--- config.mk ---
export PLATFORM = sky130hd
export DESIGN_NAME = program_counter
export DESIGN_NICKNAME = d
export VERILOG_FILES = /design/src/rtl/program_counter_pkg.sv /design/src/rtl/program_counter_register_w.sv /design/src/rtl/program_counter.sv
export SDC_FILE = /design/constraint.sdc
export NUM_CORES = 1
export LEC_CHECK = 0
export ABC_CLOCK_PERIOD_IN_PS = 2000
export BUFFER_PORTS_ARGS = -buffer_cell sky130_fd_sc_hd__buf_2
export CORE_ASPECT_RATIO = 1.2
export CORE_UTILIZATION = 40
export CTS_CLUSTER_SIZE = 24
export DETAILED_ROUTE_END_ITERATION = 7
export PLACE_DENSITY_LB_ADDON = 0.2
export SETUP_SLACK_MARGIN = 0.3
export SLEW_MARGIN = 25
export SYNTH_ARGS = -nofsm -noshare
export SYNTH_HDL_FRONTEND = slang
export SYNTH_SLANG_ARGS = --single-unit
--- constraint.sdc ---
create_clock -name clock -period 2 [get_ports clock]
set_input_delay 0.6 -clock clock [delete_from_list [all_inputs] [get_ports clock]]
set_output_delay 0.6 -clock clock [all_outputs]
set_load 0.05 [all_outputs]
--- src/rtl/program_counter_pkg.sv ---
// Shared definitions for the program counter: default width, reset value, bit-level mux.
// Latency: none (declarations only).
// Backpressure: none.
package program_counter_pkg;

  // Default counter / instruction-address width.
  localparam int PC_WIDTH = 16;

  // Value forced into the counter by reset, replicated to whatever width is in use.
  localparam logic PC_RESET_BIT = 1'b0;

  // Two-input bit mux: a when sel=0, b when sel=1.
  function automatic logic mux_bit(input logic a, input logic b, input logic sel);
    return sel ? b : a;
  endfunction

endpackage

--- src/rtl/program_counter_register_w.sv ---
// WIDTH-bit register of Bit cells: one mux (hold/take) plus one flop per bit.
// Latency: 1 cycle from in/load to out.
// Backpressure: none; captures every rising edge of clock.
module register_w
  import program_counter_pkg::*;
#(
  parameter int WIDTH = PC_WIDTH
) (
  input  logic             clock,
  input  logic [WIDTH-1:0] in,
  input  logic             load,
  output logic [WIDTH-1:0] out
);

  logic [WIDTH-1:0] bit_d;
  logic [WIDTH-1:0] bit_q;

  // Per-bit select between recirculating the stored bit and taking the new one.
  for (genvar i = 0; i < WIDTH; i++) begin : g_bit
    assign bit_d[i] = mux_bit(bit_q[i], in[i], load);
  end

  // Storage flops; no reset of their own, reset arrives through the data path.
  always_ff @(posedge clock) begin
    bit_q <= bit_d;
  end

  assign out = bit_q;

endmodule

--- src/rtl/program_counter.sv ---
// Program counter: each edge resets to 0, loads a jump target, increments, or holds.
// Latency: 1 cycle from sampled controls to out; out is purely registered.
// Backpressure: none; controls are sampled every rising edge of clock.
module program_counter
  import program_counter_pkg::*;
#(
  parameter int WIDTH = PC_WIDTH
) (
  input  logic             clock,
  input  logic             reset,
  input  logic [WIDTH-1:0] in,
  input  logic             load,
  input  logic             inc,
  output logic [WIDTH-1:0] out
);

  logic [WIDTH-1:0] pc_q;
  logic [WIDTH-1:0] pc_inc;
  logic [WIDTH-1:0] m1;
  logic [WIDTH-1:0] m2;
  logic [WIDTH-1:0] pc_d;
  logic [WIDTH-1:0] reset_val;

  assign reset_val = {WIDTH{PC_RESET_BIT}};

  // Unsigned WIDTH-bit incrementer; the carry out of the top bit is dropped so
  // all-ones wraps to zero.
  assign pc_inc = pc_q + WIDTH'(1);

  // Mux chain ordered so that later stages win: inc < load < reset.
  for (genvar i = 0; i < WIDTH; i++) begin : g_sel
    assign m1[i]   = mux_bit(pc_q[i], pc_inc[i], inc);
    assign m2[i]   = mux_bit(m1[i], in[i], load);
    assign pc_d[i] = mux_bit(m2[i], reset_val[i], reset);
  end

  // Counter state; load is tied high so the register takes the mux-chain result every edge.
  register_w #(
    .WIDTH (WIDTH)
  ) u_reg (
    .clock (clock),
    .in    (pc_d),
    .load  (1'b1),
    .out   (pc_q)
  );

  assign out = pc_q;

endmodule
; Word-level counts from Yosys, hierarchy flattened
; Index checks and enable logic that the tools add are counted.
[word_totals]
regBits = 16
out_inout_bits = 16
wordCells = 35
[op_classes]
add_sub_neg = 1
mux = 32
n_reduce_logical = 1
[ops]
columns = operator, count
row1 = $mux W1, 32
row2 = $add A16 B1 Y16 const B, 1
row3 = $reduce_bool A2 Y1, 1

; Longest topological paths before layout
; Gate-level depths: netlist (run 1).
[depth]
ltp_word = 3
depth_mapped = 6
mapped_depth_nobuf = 5

; By module
; From an unflattened synthesis (run 1), not the netlist that was laid out.
[unflattened]
hier_cells = 113
area_unflattened_um2 = 1098.6
[by_module_without_submodules]
columns = module, n_inst, cells_per_inst, area_each_um2
row1 = program_counter, 1, 97, 618.1
row2 = register_w, 1, 16, 480.5

; Worst setup path after synthesis (run 1)
; OpenSTA, ideal clock, no wires.
[synth_timing]
path_kind = register to register
start = reg u_reg.bit_q[0], in the netlist u_reg.out[0]
end = reg u_reg.bit_q[12], in the netlist u_reg.out[12]
t_arrival_ns = 1.631
required_time_ns = 1.885
setup_slack_ns = 0.254
stages_incl_launch_ff = 6
path_cell_list = dfxtp_1 ha_1 inv_1 nor4_2 xor2_1 o21a_1
[synth_via]
elab_chain_len = 3
[synth_rtl]
columns = element, line_no
row1 = "start, declared", program_counter_register_w.sv:16  ; logic [WIDTH-1:0] bit_q;
row2 = "start signal, assigned", program_counter_register_w.sv:25  ; bit_q <= bit_d;
row3 = $add A16 B1 Y16, program_counter.sv:28  ; assign pc_inc = pc_q + WIDTH'(1);
row4 = $mux W1 (2 in series), program_counter_pkg.sv:14  ; return sel ? b : a;
; Every way passes these cells. The select of a mux whose other input is x is not followed.
; A chain may end at the register's enable or synchronous reset.

; Final worst setup path (run 1)
[layout_timing]
start = reg u_reg.bit_q[8], in the netlist u_reg.out[8]
end = out out[8]
[layout_lines]
columns = element, line_no
row1 = "end, declared", program_counter.sv:14  ; output logic [WIDTH-1:0] out
; No word-level cell between the ends.

==> summary.md, run 1 <==
| Metric | Value |
|---|---|
| Hold Buf Count CTS | `0` |
| Clock power frac | `0.279` |
| Fin crit share | `0.819` |
| Peak VDD IR | `0.435 mV` |
| Worst hold stages | `3` |
| Die Area | `2660 um2` |
| Clock buffer depth | `2` |
| Filler Cell Count | `236` |
| RR Startpoint | `u_reg.out[4]$_SDFFE_PP0P_` |
| Netlist cell types | `21` |
| Gate power share | `0.244` |
| GP Congestion | `0.784` |
| R2R setup slack | `570 ps` |
| # diodes | `0` |
| Warnings, synthesis | `0` |
| EDFF count, synth | `0` |
| Internal | `516 uW` |
| Critical Path RT | `1400 ps` |
| Final Hold Fails | `0` |
| Chip height | `56.4 um` |
| CP Cell Sequence | `buf_2` |
| Outcome | `completed` |
| Clock latency on the worst-skew pair | `290 ps` |
| Main flop type after synthesis | `dfxtp_1` |
| Syn Std Cell Area | `985 um2` |
| Remaining DRCs | `0` |
| Core Footprint | `2310 um2` |
| Rows | `19` |
| Starting Density | `0.427` |
| Width of the chip | `47.3 um` |
| RSZ-0062 raised after global routing | `no` |
| Antenna viol nets, final | `0` |
| Synth top area share | `0.325` |
| Psw | `268 uW` |
| Worst Path Class, Setup | `flip-flop to primary output` |
| Post-Synthesis Cells | `112` |
| # IOs | `36` |
| Ys async rst share | `0` |
| CP peak stage delay | `450 ps` |
| # nets final | `166` |
| Rel. slew slack | `0.668` |
| Drt first-iter violations | `12` |
| Fin Setup TNS | `0 ps` |
| Overflow after GRT | `0` |
| Count leader, synth | `dfxtp_1` |
| Vias in the first global route | `836` |
| Layout area overhead | `22.6%` |
| Total Routing Usage GR | `0.171` |
| Cell taking the most area after synthesis | `dfxtp_1` |
| Largest net degree at the start of global routing | `30` |
| CTS tree | `yes` |
| Initial antenna violation count | `0` |
| Final setup vio count | `0` |
| CP Launch Type | `flip-flop` |
| Synth top area cells | `dfxtp_1 (33%), xor2_1 (8.0%), o21a_1 (7.6%), a21oi_1 (6.6%), nor4_2 (5.1%)` |
| Power per cell area | `649 nW/um2` |
| Max_cap viols | `0` |
| CP top delay family | `flip-flops` |
| Avg Inst Size Synth | `8.79 um2` |
| Worst slew pin tran | `498 ps` |
| Reg2Reg Depth | `4` |
| Commonest cells post-synth | `dfxtp_1 (16), a21oi_1 (13), inv_1 (13), o21a_1 (10), xor2_1 (9)` |
| Htree depth | `1` |
| Slowest CP cell | `dfxtp_1` |
| Clk sinks | `16` |
| CTS root buffer | `clkbuf_4` |
| Fmax | `610 MHz` |
| Worst hold endpoint | `u_reg.out[1]$_SDFFE_PP0P_` |
| Sw frac | `0.342` |
| Port Buffers | `35` |
| Worst Path Buf+Inv | `1` |
| CP Max Fanout | `4` |
| Layout cells sized above 1 | `0.375` |
| Max FFs per register | `16` |
| Detailed placement HPWL | `1.54 mm` |
| Hold Crit Start | `in[1]` |
| R2r endpoint | `u_reg.out[15]$_SDFFE_PP0P_` |
| Clock-pin slew on the worst setup and hold paths | `100 ps` |
| CP startpoint | `u_reg.out[8]$_SDFFE_PP0P_` |
| Fin. max-slew vios | `0` |
| Setup crit end kind | `primary output` |
| First-pass GRT wire length | `3.39 mm` |
| Seq/Total Area, Yosys | `0.325` |
| Crit path time final | `1640 ps` |
| Vias | `863` |
| Post-Syn Nets | `133` |
| Final hold slack | `534 ps` |
| Drt wl/cell | `11.4 um` |
| DR pass1 iterations | `4` |
| Sequential Power Share | `0.477` |
| Routed wire length | `2.00 mm` |
| Clock skew | `8.00 ps` |
| Hold Path Class | `input pin to flip-flop` |
| Leakage | `0.000598 uW` |
| Cts bufs inserted | `3` |
| Vias per inst | `4.93` |
| CP Data Arrival Time | `1040 ps` |
| Yosys reg bits | `16` |
-- layout by cell type (no fill, tap or decap), types with 2 or more instances in the layout --
cell and instances:
buf_2 33, a21oi_1 13, inv_1 13, o21a_1 10, xor2_1 9, dfxtp_1 9, nor2_1 7, dfxtp_2 7
nand2_1 5, xnor2_1 5, clkbuf_4 5, nand4_1 4, mux2i_1 4, nor4_2 4, nor3_1 4, nand3_1 3
nand4_4 2, nor4_4 2
-- timing repair --
item | CTS | global route
setup buffers | 0 | 0
gates resized for setup | 0 | 3
setup endpoints to repair | 0 | 2
-- metal layers --
metal  part of all wire  GRT usage  routed length [um]  vias to the layer above
li1                   -          -                   -                      446
met1               0.43      0.202                 850                      397
met2               0.54      0.294                1070                       18
met3              0.029     0.0289                  58                        2
met4             0.0070     0.0612                  14                        0
met5                  0          0                   0                        -
-- through the flow --
step	setup slack (ps)	power (uW)	area [um2]	std cells	utilization
after global placement	254	567	1160	171	0.505
after detailed placement	196	572	1160	171	0.505
final	362	783	1210	175	0.524
after CTS	304	789	1200	175	0.521
after floorplan	323	521	992	112	-
after global routing	314	818	1210	175	0.524
-- power groups by stage --
stage	sequential, uW	combinational [uW]	clock [uW]
after floorplan	452	69.6	0
after global placement	380	187	0
after detailed placement	381	191	0
after CTS	374	192	224
after global routing	377	207	234
final	374	191	219
-- how the worst max path moves through the flow --
stage                            endpoint  slack (ps)  cells after the start
2_1_floorplan  u_reg.out[15]$_SDFFE_PP0P_         320                      4
3_3_place_gp    u_reg.out[5]$_SDFFE_PP0P_         250                      5
3_5_place_dp   u_reg.out[15]$_SDFFE_PP0P_         200                      5
4_1_cts                            out[5]         300                      1
5_1_grt                            out[8]         310                      1
6_report                           out[8]         360                      1
-- area by class of cell --
class	instances	area (um2)	share of cell area
multi-input cells	76	574	0.476
repair buffers	35	180	0.149
flip-flops and latches	16	329	0.273
inverters	13	48.8	0.0404
clock buffers	4	36.3	0.0301
well taps	31	38.8	0.0321
-- kinds of logic (layout without fill, tap and decap cells) --
| family | count (synthesis) | count (layout) | synth area share |
|---|---|---|---|
| AO/OA/AOI/OAI | 25 | 25 | 0.155 |
| XOR/XNOR | 14 | 14 | 0.125 |
| adder cells (fa/ha/maj) | 1 | 1 | 0.0127 |
| buffers and inverters | 20 | 52 | 0.0915 |
| flip-flops | 16 | 16 | 0.325 |
| multiplexers | 4 | 4 | 0.0407 |
| AND/OR/NAND/NOR | 32 | 32 | 0.250 |
(Power assumes the default switching activity.)
==> run 2, diff against run 1 <==
--- a/config.mk
+++ b/config.mk
@@ -5,7 +5,7 @@
 export SDC_FILE = /design/constraint.sdc
 export NUM_CORES = 1
 export LEC_CHECK = 0
-export ABC_CLOCK_PERIOD_IN_PS = 2000
+export ABC_CLOCK_PERIOD_IN_PS = 1500
 export BUFFER_PORTS_ARGS = -buffer_cell sky130_fd_sc_hd__buf_2
 export CORE_ASPECT_RATIO = 1.2
 export CORE_UTILIZATION = 40
==> constraint.sdc (replaced) <==
create_clock -name clock -period 1.5 [get_ports clock]
set_input_delay 0.45 -clock clock [delete_from_list [all_inputs] [get_ports clock]]
set_output_delay 0.45 -clock clock [all_outputs]
set_load 0.05 [all_outputs]
==> run 2 against run 1 <==
Global-route usage increased by 4.7 points. Non-clock buffer count increased by 26. Die area unchanged. Total power increased by 45%. Critical endpoint is now u_reg.out[7]$_SDFFE_PP0P_. Cell area increased by 43%. Register-to-register slack got worse by 450 ps.
==> summary.md, run 2 (synthesis gave the netlist of run 1 again) <==
| Metric | Value |
|---|---|
| Width of the chip | `47.3 um (unchanged)` |
| Overflow after GRT | `0 (unchanged)` |
| Final Hold Fails | `0 (unchanged)` |
| CP Cell Sequence | `nand4_4, buf_6, buf_12, buf_4, nor3_4, xor2_1, o21a_1 (was buf_2)` |
| Rows | `19 (unchanged)` |
| Detailed placement HPWL | `1.58 mm (was 1.54 mm)` |
| Clk sinks | `16 (unchanged)` |
| CP Data Arrival Time | `1580 ps (was 1040 ps)` |
| Clock buffer depth | `2 (unchanged)` |
| Chip height | `56.4 um (unchanged)` |
| # nets final | `192 (was 166)` |
| Layout area overhead | `74.8% (was 22.6%)` |
| Remaining DRCs | `0 (unchanged)` |
| Max_cap viols | `0 (unchanged)` |
| Starting Density | `0.427 (unchanged)` |
| CTS root buffer | `clkbuf_4 (unchanged)` |
| Clock-pin slew on the worst setup and hold paths | `100 ps (about the same)` |
| Commonest cells after routing, fill and taps aside | `buf_4 (21), buf_2 (19), buf_8 (14), a21oi_1 (13), dfxtp_4 (13) (was buf_2 (33), a21oi_1 (13), inv_1 (13), o21a_1 (10))` |
| Layout cells sized above 1 | `0.565 (was 0.375)` |
| Final cell count without fillers | `201 (was 175)` |
| Hold Path Class | `input pin to flip-flop (unchanged)` |
| # IOs | `36 (unchanged)` |
| Clock latency on the worst-skew pair | `300 ps (was 290 ps)` |
| Routed wire length | `2.59 mm (was 2.00 mm)` |
| CP Max Fanout | `3 (was 4)` |
| Fin crit share | `0.917` |
| Vias in the first global route | `928 (was 836)` |
| Total Routing Usage GR | `0.218 (was 0.171)` |
| Crit path time final | `1380 ps` |
| CTS tree | `yes (unchanged)` |
| CP Launch Type | `flip-flop (unchanged)` |
| Outcome | `completed (unchanged)` |
| Htree depth | `1 (unchanged)` |
| Total Power | `1130 uW (was 783 uW)` |
| Slowest CP cell | `dfxtp_4 (was dfxtp_1)` |
| Clock skew | `1.12 ps (was 8.00 ps)` |
| Setup crit end kind | `flip-flop (was primary output)` |
| Cts bufs inserted | `3 (unchanged)` |
| Final hold slack | `368 ps (was 534 ps)` |
| Drt first-iter violations | `26 (was 12)` |
| RSZ-0062 raised after global routing | `yes (was no)` |
| Port Buffers | `35 (unchanged)` |
| Cells after DPL | `175 (was 171)` |
| Hold Buf Count CTS | `0 (unchanged)` |
| Rel. slew slack | `0.759 (was 0.668)` |
| CP peak stage delay | `390 ps (was 450 ps)` |
| Antenna viol nets, final | `0 (unchanged)` |
| Leakage | `0.000866 uW (was 0.000598 uW)` |
| Vias per inst | `4.89 (was 4.93)` |
| Vias | `983 (was 863)` |
| R2R setup slack | `120 ps (was 570 ps)` |
| DR pass1 iterations | `4 (unchanged)` |
| Largest net degree at the start of global routing | `18 (was 30)` |
| Die Area | `2660 um2 (unchanged)` |
| Fin. max-slew vios | `0 (unchanged)` |
| Drt wl/cell | `12.9 um (was 11.4 um)` |
| Final core occ | `0.747 (was 0.524)` |
| Final setup vio count | `0 (unchanged)` |
| GP Congestion | `0.709 (was 0.784)` |
| Peak VDD IR | `0.672 mV (was 0.435 mV)` |
| Worst Path Buf+Inv | `3 (was 1)` |
| Worst Path Class, Setup | `flip-flop to flip-flop (was flip-flop to primary output)` |
| Worst slew pin tran | `362 ps (was 498 ps)` |
| Most common cell after layout, fill and taps aside | `buf_4 (was buf_2)` |
| Core Footprint | `2310 um2 (unchanged)` |
| Power per cell area | `658 nW/um2 (was 649 nW/um2)` |
| Fmax | `727 MHz` |
| # diodes | `0 (unchanged)` |
| Initial antenna violation count | `0 (unchanged)` |
| Critical Path RT | `1710 ps (was 1400 ps)` |
| First-pass GRT wire length | `4.18 mm (was 3.39 mm)` |
| CP top delay family | `buffers and inverters (was flip-flops)` |
| Max FFs per register | `16 (unchanged)` |
## run 2: cell count changes in the layout (fill, tap and decap cells not counted), sizes merged
cell | before | now
clkinvlp | 0 | 1
clkbuf | 6 | 4
buf | 33 | 61
inv | 13 | 12
## run 2: worst register-to-register path, stage by stage, from the launching register on
cell     delay, ps
dfxtp_4        390
nand4_4        120
buf_6          140
buf_12         120
buf_4          140
nor3_4         120
xor2_1          80
o21a_1         170
## run 2: cell type report
| type | count | area, um2 |
|---|---|---|
| Multi-Input combinational cell | 76 | 654 |
| Fill cell | 171 | 584 |
| Timing Repair Buffer | 61 | 577 |
| Sequential cell | 16 | 373 |
| Inverter | 13 | 52.6 |
| Tap cell | 31 | 38.8 |
| Clock buffer | 4 | 26.3 |
## run 2: path summary, 6_finish.rpt
path	from	end	cells past startpoint
max reg2reg	u_reg.out[4]$_SDFFE_PP0P_	u_reg.out[7]$_SDFFE_PP0P_	7
max	u_reg.out[4]$_SDFFE_PP0P_	u_reg.out[7]$_SDFFE_PP0P_	7
min	in[5]	u_reg.out[5]$_SDFFE_PP0P_	3
min reg2reg	u_reg.out[12]$_SDFFE_PP0P_	u_reg.out[12]$_SDFFE_PP0P_	2
## run 2: what timing repair did
item / 4_1_cts / 5_1_grt
pin swaps: 11 / 8
gates cloned: 0 / 0
resized for setup: 45 / 8
endpoints found under the setup margin: 26 / 29
setup buffers: 18 / 4
endpoints found under the hold margin: 0 / 0
## run 2: through the flow
stage,TNS [ps],area (um2),setup slack (ps)
after floorplan,0,1110,119
after global placement,0,1330,20.7
after detailed placement,-1.14,1330,-1.14
after CTS,0,1660,142
after global routing,0,1720,48.2
final,0,1720,124
## run 2: where the power goes
part	leakage (uW)	internal [uW]	switching [uW]	total, uW
clock network	0.0000150	104	160	264
logic	0.000710	175	199	373
registers	0.000142	450	46.1	496
total	0.000866	728	404	1130
## run 2: per-layer routing
| layer | vias up | part of all wire | track usage |
|---|---|---|---|
| met5 | - | 0 | 0 |
| met4 | 0 | 0.014 | 0.0857 |
| met3 | 4 | 0.026 | 0.0225 |
| met2 | 24 | 0.56 | 0.380 |
| met1 | 457 | 0.40 | 0.257 |
| li1 | 498 | - | - |
==> run 3, diff against run 2 <==
--- a/config.mk
+++ b/config.mk
@@ -5,7 +5,7 @@
 export SDC_FILE = /design/constraint.sdc
 export NUM_CORES = 1
 export LEC_CHECK = 0
-export ABC_CLOCK_PERIOD_IN_PS = 1500
+export ABC_CLOCK_PERIOD_IN_PS = 1740
 export BUFFER_PORTS_ARGS = -buffer_cell sky130_fd_sc_hd__buf_2
 export CORE_ASPECT_RATIO = 1.2
 export CORE_UTILIZATION = 40
==> constraint.sdc (replaced) <==
create_clock -name clock -period 1.74 [get_ports clock]
set_input_delay 0.522 -clock clock [delete_from_list [all_inputs] [get_ports clock]]
set_output_delay 0.522 -clock clock [all_outputs]
set_load 0.05 [all_outputs]
==> run 3 against run 2 <==
Largest power group unchanged. Count of clock-buffer cells in the layout did not move. Die area did not move. First-iteration DRC count fell by 46%.
==> summary.md, run 3 (synthesis gave the netlist of run 1 again) <==
| Metric | Value |
|---|---|
| Clock-pin slew on the worst setup and hold paths | `100 ps (about the same)` |
| Clock skew | `7.66 ps (was 1.12 ps)` |
| Worst hold stages | `3 (unchanged)` |
| Hold Crit Start | `in[5] (unchanged)` |
| Port Buffers | `35 (unchanged)` |
| Vias | `919 (was 983)` |
| Clock latency on the worst-skew pair | `300 ps (about the same)` |
| Met2 WL | `1.15 mm (was 1.45 mm)` |
| Width of the chip | `47.3 um (unchanged)` |
| Rows | `19 (unchanged)` |
| CTS root buffer | `clkbuf_4 (unchanged)` |
| First-pass GRT wire length | `3.59 mm (was 4.18 mm)` |
| Internal | `613 uW (was 728 uW)` |
| Clock buffer depth | `2 (unchanged)` |
| # IOs | `36 (unchanged)` |
| GP Congestion | `0.753 (was 0.709)` |
| CP Data Arrival Time | `890 ps (was 1580 ps)` |
| Max FFs per register | `16 (unchanged)` |
| Critical Path RT | `1220 ps (was 1710 ps)` |
| Worst Path Class, Setup | `flip-flop to primary output (was flip-flop to flip-flop)` |
| Hold Buf Count CTS | `0 (unchanged)` |
| Setup crit end kind | `primary output (was flip-flop)` |
| WL met3 | `86 um (was 68 um)` |
| Layout cells sized above 1 | `0.467 (was 0.565)` |
| Worst slew pin tran | `514 ps (was 362 ps)` |
| Most common cell after layout, fill and taps aside | `buf_2 (was buf_4)` |
| Rel. slew slack | `0.657 (was 0.759)` |
| R2R setup slack | `360 ps (was 120 ps)` |
| Layout area overhead | `41.3% (was 74.8%)` |
| Gate power share | `0.266 (was 0.329)` |
| Fin. max-slew vios | `0 (unchanged)` |
| RSZ-0062 raised after global routing | `yes (unchanged)` |
| RR Startpoint | `u_reg.out[0]$_SDFFE_PP0P_ (was u_reg.out[4]$_SDFFE_PP0P_)` |
| Hold Path Class | `input pin to flip-flop (unchanged)` |
| Slowest CP cell | `dfxtp_4 (unchanged)` |
| Psw | `322 uW (was 404 uW)` |
| # diodes | `0 (unchanged)` |
| Total Power | `935 uW (was 1130 uW)` |
| Sw frac | `0.345 (was 0.357)` |
| M1 WL | `1.03 mm (was 1.04 mm)` |
| CP Max Fanout | `6 (was 3)` |
| Drt wl/cell | `12.8 um (was 12.9 um)` |
| CP Cell Sequence | `buf_6 (was nand4_4, buf_6, buf_12, buf_4, nor3_4, xor2_1, o21a_1)` |
| Clk sinks | `16 (unchanged)` |
| Max_cap viols | `0 (unchanged)` |
| R2r endpoint | `u_reg.out[14]$_SDFFE_PP0P_ (was u_reg.out[7]$_SDFFE_PP0P_)` |
| # nets final | `172 (was 192)` |
| Initial antenna violation count | `0 (unchanged)` |
| Fin crit share | `0.810` |
| Starting Density | `0.427 (unchanged)` |
| Drt first-iter violations | `14 (was 26)` |
| Worst hold endpoint | `u_reg.out[5]$_SDFFE_PP0P_ (unchanged)` |
| Vias in the first global route | `835 (was 928)` |
| Final hold slack | `450 ps (was 368 ps)` |
| Top sig layer | `met4 (unchanged)` |
| Crit path time final | `1410 ps` |
| Filler Cell Count | `213 (was 171)` |
| Die Area | `2660 um2 (unchanged)` |
| Final setup vio count | `0 (unchanged)` |
| Vias per inst | `5.08 (was 4.89)` |
| Routed wire length | `2.31 mm (was 2.59 mm)` |
| CP Launch Type | `flip-flop (unchanged)` |
| Outcome | `completed (unchanged)` |
| Sequential Power Share | `0.460 (was 0.438)` |
| Htree depth | `1 (unchanged)` |
| Power per cell area | `672 nW/um2 (was 658 nW/um2)` |
| Commonest cells after routing, fill and taps aside | `buf_2 (19), a21oi_1 (13), inv_1 (12), dfxtp_4 (12), buf_4 (11) (was buf_4 (21), buf_2 (19), buf_8 (14), a21oi_1 (13), dfxtp_4 (13))` |
| Chip height | `56.4 um (unchanged)` |
| Fin Setup TNS | `0 ps (unchanged)` |
| Final Hold Fails | `0 (unchanged)` |
| Cts bufs inserted | `3 (unchanged)` |
| DR pass1 iterations | `4 (unchanged)` |
| CTS tree | `yes (unchanged)` |
| Leakage | `0.000676 uW (was 0.000866 uW)` |
| Worst Path Buf+Inv | `1 (was 3)` |
| Remaining DRCs | `0 (unchanged)` |
| CP peak stage delay | `420 ps (was 390 ps)` |
| Detailed placement HPWL | `1.58 mm (about the same)` |
| Core Footprint | `2310 um2 (unchanged)` |
| CP top delay family | `flip-flops (was buffers and inverters)` |
| Fin area | `1390 um2 (was 1720 um2)` |
| Fmax | `709 MHz` |
| Overflow after GRT | `0 (unchanged)` |
| Total Routing Usage GR | `0.186 (was 0.218)` |
| Clock power frac | `0.274 (was 0.233)` |
| Cell area after placement | `1220 um2 (was 1330 um2)` |
| Peak VDD IR | `0.485 mV (was 0.672 mV)` |
| Largest net degree at the start of global routing | `30 (was 18)` |
| Antenna viol nets, final | `0 (unchanged)` |
| Reg2Reg Depth | `5 (was 7)` |
-- run 3: cell count changes in the layout (fill, tap and decap cells not counted), sizes merged --
cell and delta:
clkinvlp -1, nand4 +1, inv +1, buf -21
-- run 3: layer usage --
layer / global-route usage / up-vias
met2: 0.299 / 28
met5: 0 / -
met3: 0.0482 / 6
li1: - / 461
met1: 0.220 / 424
met4: 0.0857 / 0
-- run 3: metrics by stage --
stage	utilization	setup WS [ps]	std cells
after detailed placement	0.530	128	173
after CTS	0.568	276	177
after global placement	0.530	152	173
after global routing	0.603	285	181
after floorplan	-	210	112
final	0.603	330	181
-- run 3: worst max path at each step --
stage          depth (start not counted)                    endpoint                 startpoint
4_1_cts                                1                      out[5]  u_reg.out[5]$_SDFFE_PP0P_
3_5_place_dp                           6  u_reg.out[13]$_SDFFE_PP0P_                        inc
2_1_floorplan                          6  u_reg.out[12]$_SDFFE_PP0P_                        inc
5_1_grt                                5  u_reg.out[14]$_SDFFE_PP0P_  u_reg.out[0]$_SDFFE_PP0P_
6_report                               1                      out[2]  u_reg.out[2]$_SDFFE_PP0P_
3_3_place_gp                           6  u_reg.out[14]$_SDFFE_PP0P_                        inc
-- run 3: cell type report --
class                   instances  area, um2  share of cell area
repair buffers                 40        290               0.209
inverters                      13       48.8              0.0351
flip-flops and latches         16        368               0.264
well taps                      31       38.8              0.0279
clock buffers                   4       36.3              0.0261
multi-input cells              77        609               0.438
-- run 3: what timing repair did --
action	in CTS	in global routing
buffers inserted	0	3
setup endpoints to repair	17	18
gates resized for setup	19	16
pin swaps	0	2
cloned	0	1
-- run 3: power groups by stage --
| stage | Clock, uW | Combinational [uW] | Sequential [uW] |
|---|---|---|---|
| finish | 256 | 248 | 431 |
| global route | 286 | 266 | 436 |
| CTS | 263 | 239 | 431 |
| detailed placement | 0 | 222 | 437 |
| global placement | 0 | 217 | 436 |
| floorplan | 0 | 80.8 | 519 |
